`src/rtl/reg_wb_arbiter.sv`:
```
// Writeback arbiter: round-robin sharing of the register-file write port between
// the ALU and load paths, plus a pending-write scoreboard for decode hazard stalls.
module reg_wb_arbiter #(
   parameter int DATA_WIDTH = 32,
   parameter int ADDR_WIDTH = 4,
   parameter int NUM_REGS   = 2 ** ADDR_WIDTH
) (
   input  logic                  clk,
   input  logic                  rst_n,
   input  logic                  alu_valid,
   input  logic [ADDR_WIDTH-1:0] alu_addr,
   input  logic [DATA_WIDTH-1:0] alu_data,
   output logic                  alu_ready,
   input  logic                  mem_valid,
   input  logic [ADDR_WIDTH-1:0] mem_addr,
   input  logic [DATA_WIDTH-1:0] mem_data,
   output logic                  mem_ready,
   input  logic                  issue_valid,
   input  logic [ADDR_WIDTH-1:0] issue_rd,
   input  logic                  issue_wb,
   input  logic [ADDR_WIDTH-1:0] src_ra,
   input  logic [ADDR_WIDTH-1:0] src_rb,
   output logic                  stall,
   output logic                  reg_wr,
   output logic [ADDR_WIDTH-1:0] address_wr,
   output logic [DATA_WIDTH-1:0] data_wr,
   output logic [NUM_REGS-1:0]   busy_vec,
   output logic                  idle
);

   typedef enum logic {
      SRC_ALU = 1'b0,
      SRC_MEM = 1'b1
   } src_e;

   src_e                  last_grant_q, last_grant_d;
   logic                  reg_wr_q, reg_wr_d;
   logic [ADDR_WIDTH-1:0] address_wr_q, address_wr_d;
   logic [DATA_WIDTH-1:0] data_wr_q, data_wr_d;
   logic [NUM_REGS-1:0]   busy_q, busy_d;

   logic                  grant_alu;
   logic                  grant_mem;
   logic                  transfer;
   logic [ADDR_WIDTH-1:0] win_addr;
   logic [DATA_WIDTH-1:0] win_data;
   logic                  issue_set;

   // On a conflict the source that did not win last time takes the port.
   assign grant_alu = alu_valid && (!mem_valid || (last_grant_q == SRC_MEM));
   assign grant_mem = mem_valid && (!alu_valid || (last_grant_q == SRC_ALU));
   assign transfer  = grant_alu || grant_mem;
   assign win_addr  = grant_alu ? alu_addr : mem_addr;
   assign win_data  = grant_alu ? alu_data : mem_data;

   assign alu_ready = grant_alu;
   assign mem_ready = grant_mem;

   // Hazard check sees only registered busy bits; a write retiring this cycle does not unblock.
   assign stall = issue_valid &&
                  (busy_q[src_ra] || busy_q[src_rb] || (issue_wb && busy_q[issue_rd]));
   assign issue_set = issue_valid && issue_wb && !stall;

   always_comb begin
      last_grant_d = last_grant_q;
      reg_wr_d     = transfer;
      address_wr_d = address_wr_q;
      data_wr_d    = data_wr_q;
      busy_d       = busy_q;
      if (transfer) begin
         last_grant_d       = grant_alu ? SRC_ALU : SRC_MEM;
         address_wr_d       = win_addr;
         data_wr_d          = win_data;
         busy_d[win_addr]   = 1'b0;
      end
      // Applied after the clear so a newly issued owner keeps the register busy.
      if (issue_set) begin
         busy_d[issue_rd] = 1'b1;
      end
   end

   always_ff @(posedge clk or negedge rst_n) begin
      if (!rst_n) begin
         last_grant_q <= SRC_MEM;
         reg_wr_q     <= 1'b0;
         address_wr_q <= '0;
         data_wr_q    <= '0;
         busy_q       <= '0;
      end else begin
         last_grant_q <= last_grant_d;
         reg_wr_q     <= reg_wr_d;
         address_wr_q <= address_wr_d;
         data_wr_q    <= data_wr_d;
         busy_q       <= busy_d;
      end
   end

   assign reg_wr     = reg_wr_q;
   assign address_wr = address_wr_q;
   assign data_wr    = data_wr_q;
   assign busy_vec   = busy_q;
   assign idle       = (busy_q == '0) && !reg_wr_q;

endmodule

```
`config.mk`:
```
export PLATFORM = sky130hd
export DESIGN_NAME = reg_wb_arbiter
export DESIGN_NICKNAME = d
export VERILOG_FILES = /design/src/rtl/reg_wb_arbiter.sv
export SDC_FILE = /design/constraint.sdc
export NUM_CORES = 1
export LEC_CHECK = 0
export ABC_AREA = 1
export CORE_MARGIN = 2
export CORE_UTILIZATION = 45
export DETAILED_ROUTE_END_ITERATION = 10
export GPL_TIMING_DRIVEN = 0
export PLACE_DENSITY = 0.93
export SLEW_MARGIN = 20
export SYNTH_ARGS = -nofsm -noshare
export SYNTH_HDL_FRONTEND = slang
export SYNTH_SLANG_ARGS = --single-unit
export TNS_END_PERCENT = 1
```
`constraint.sdc`:
```
create_clock -name clk -period 3.1 [get_ports clk]
set_input_delay 0.62 -clock clk [delete_from_list [all_inputs] [get_ports clk]]
set_output_delay 0.62 -clock clk [all_outputs]
set_load 0.1 [all_outputs]
```
==> impl_metrics.ini, run 1 <==
[synth]
synth_flop_cell = dfrtp_1
ys_ff_latch = 54
netlist_area_mm2 = 0.00320
synthCells = 461
yosysWarnings = 0
yosysUniqueCellTypes = 29
synth_seq_area_share_pct = 42.2
synth-edff-count = 0
syn-num-nets = 551
syn_area_per_cell_um2 = 6.95
postSynth.asyncResetShare_pct = 100

[timing]
fmax_mhz = 332
final.period_utilization_pct = 97.2
finalSetupViolCount = 0
layout_min_cycle_time_ns = 3.01
hold_slack_ns = 0.344
final-hold-violation-count = 0
relSlewSlack_pct = 31.6
tightest_slew_ns = 1.02
fin_ws_ns = 0.0860
finalMaxSlewViolations = 0
fin_worst_skew_ns = 0.00325
rsz0062_at_grt = true

[setup_path]
worst-r2r-setup-slack_ns = 1.27
crit_family = buffers and inverters
worstSetupPathType = input port to output port
path_common_cell = nand3_1
cp_slowest_stage_delay_ns = 0.59
crit_buf_inv = 3
crit_path_start_kind = input port
cpMaxStageDelayCell = clkdlybuf4s50_1
worstPathRequired_ns = 2.48
crit_path_start = src_rb[1]
worst_setup_path_end_kind = output port
cp_cell_sequence = clkdlybuf4s50_1, inv_1, nand3_1, nand3_1, nand3_1, nand2_1, nor2_2, a21boi_2, clkbuf_4
worst_ep_arrival_time_ns = 2.39
cp_max_fo = 8
r2r_start = last_grant_q$_DFFE_PN1N_

[place]
port_buffers = 144
dp_hpwl_um = 8450
placed_cell_area_mm2 = 0.00477
gp_congestion = 0.914
placedCellCount = 701
place_ws_ns = -0.675

[clocking]
clk_pin_slew_ns = 0.09
cts_inserted_buffers = 5
ctsHtreeMaxLevel = 2
post-cts-setup-buffers = 0
cts_resized = 10
clkSinkCount = 54
cts_max_path_buffers = 2
worstSkewPairLatency_ns = 0.30
tritoncts = built
cts-root-buf = clkbuf_8
ctsHoldBuffers = 0

[detailed_routing]
drt-total-wl_um = 10900
drt_iter0_markers = 319
drtPass1Iterations = 5
vias_per_cell = 5.41
num_vias = 3822
avgRoutedWirePerCell_um = 15.4
drc = 0
ant_nets = 0

[final_layout]
n_antenna_cell = 0
fin_cells = 707
area_delta_synth_final_pct = 51.4
final_area_mm2 = 0.00485
drive_gt1_share_pct = 6.87
nets = 702
post-route-util_pct = 71.0

[flow_run]
max-cap-violations = 0

[floorplan]
io_pins = 147
dieWidth_um = 88.4
die_h_um = 88.4
dieArea_mm2 = 0.00781
start_util_pct = 46.9
rows = 30
core_mm2 = 0.00683

[hold_path]
hold_class = input port to async pin

[global_routing]
grt_pass1_wl_um = 17100
antenna_found_initial = 0
grt_max_degree = 55
grt_pass1_vias = 3616
grt_overflow = 0
globalRouteTotalUtil_pct = 27.8

[power]
vdd_drop_max_mv = 0.410
leakage_nw = 2.21
p_per_area_mw_per_mm2 = 652

[outcome]
outcome = finished clean
## per-stage QoR
| step | setup TNS (ns) | total power, W |
|---|---|---|
| floorplan | -0.448 | 0.00223 |
| global placement | -11.10 | 0.00275 |
| detailed placement | -1.76 | 0.00277 |
| CTS | -0.186 | 0.00316 |
| global route | -0.0270 | 0.00330 |
| finish | 0 | 0.00316 |
## cell usage after synthesis (2+ instances only)
library cell  count  area share, %
a21oi_1          26            4.1
buf_2             3           0.47
buf_4             2           0.47
buf_6             5            1.8
clkbuf_1          9            1.1
dfrtp_1          53             41
inv_1            33            3.9
inv_2             4           0.47
nand2_1         139             16
nand2_2           7            1.4
nand3_1          28            4.4
nand4_1          19            3.7
nor2_1           56            6.6
nor3_1            2           0.31
o211ai_1          2           0.47
o21ai_0          51            8.0
o21ai_1           9            1.4
o21ai_2           2           0.55
## power by group
group	switching (W)	leakage, nW	internal (W)	total, W
logic	0.00137	1.51	0.000454	0.00182
registers	0.000113	0.661	0.000829	0.000941
clock network	0.000226	0.0431	0.000173	0.000399
total	0.00171	2.21	0.00146	0.00316
## sequential cells by signal (all words and copies together) (netlist names)
name and cells:
data_wr 32, busy_vec 16, address_wr 4, last_grant_q 1, reg_wr 1
## layout by cell type (no fill, tap or decap), drive strengths merged
master         Yosys  routed
nand2            147     147
clkdlybuf4s50      0     139
o21ai             63      63
nor2              57      57
dfrtp             53      53
inv               38      38
nand3             28      28
a21oi             26      26
nand4             19      19
clkbuf             9      17
buf               10      12
o211ai             2       2
nor3               2       2
or2                2       2
clkinv             1       1
nand3b             1       1
a21boi             1       1
nor4               1       1
dfstp              1       1
dlygate4sd2        0       1
## logic make-up (layout without fill, tap and decap cells)
kind of cell,after synthesis,after routing,synth area share [%]
buf+inv,58,208,8.51
compound gates,92,92,15.2
simple gates,257,257,34.1
flops,54,54,42.2
## worst reg2reg max path: cells and delay by family (launching register included)
family          cells  cell delay, ns
buf+inv             2            0.24
simple gates        7            0.75
flops               1            0.54
compound gates      1            0.21
## per-layer routing
layer / global-route usage [%] / wire, µm / vias to the layer above
li1: - / - / 1795
met1: 35.6 / 4240 / 1765
met2: 45.1 / 5140 / 228
met3: 8.40 / 1170 / 34
met4: 9.78 / 348 / 0
met5: 0 / 0 / -
## path summary, 6_finish.rpt
kind,to,cells past startpoint
max,stall,9
min,data_wr[19]$_DFFE_PN0N_,1
max reg2reg,busy_vec[4]$_DFF_PN0_,10
min reg2reg,data_wr[31]$_DFFE_PN0N_,2
max in group asynchronous,data_wr[9]$_DFFE_PN0N_,1
min in group clk,data_wr[31]$_DFFE_PN0N_,2
## cell type report
class / count / area (µm²)
buffer: 19 / 120
clock buffer: 6 / 82.6
fill: 558 / 1980
inverter: 39 / 153
multi-input combinational: 349 / 1600
sequential: 54 / 1350
tap: 96 / 120
timing repair buffer: 144 / 1430
No activity file was read; power rests on OpenSTA's default activity.
==> inputs of run 2 (changes only) <==
Settings changed: CTS_CLUSTER_DIAMETER set to 80.
==> results of run 2 <==
The final DEF is identical to that of run 1; final timing and power are the same.
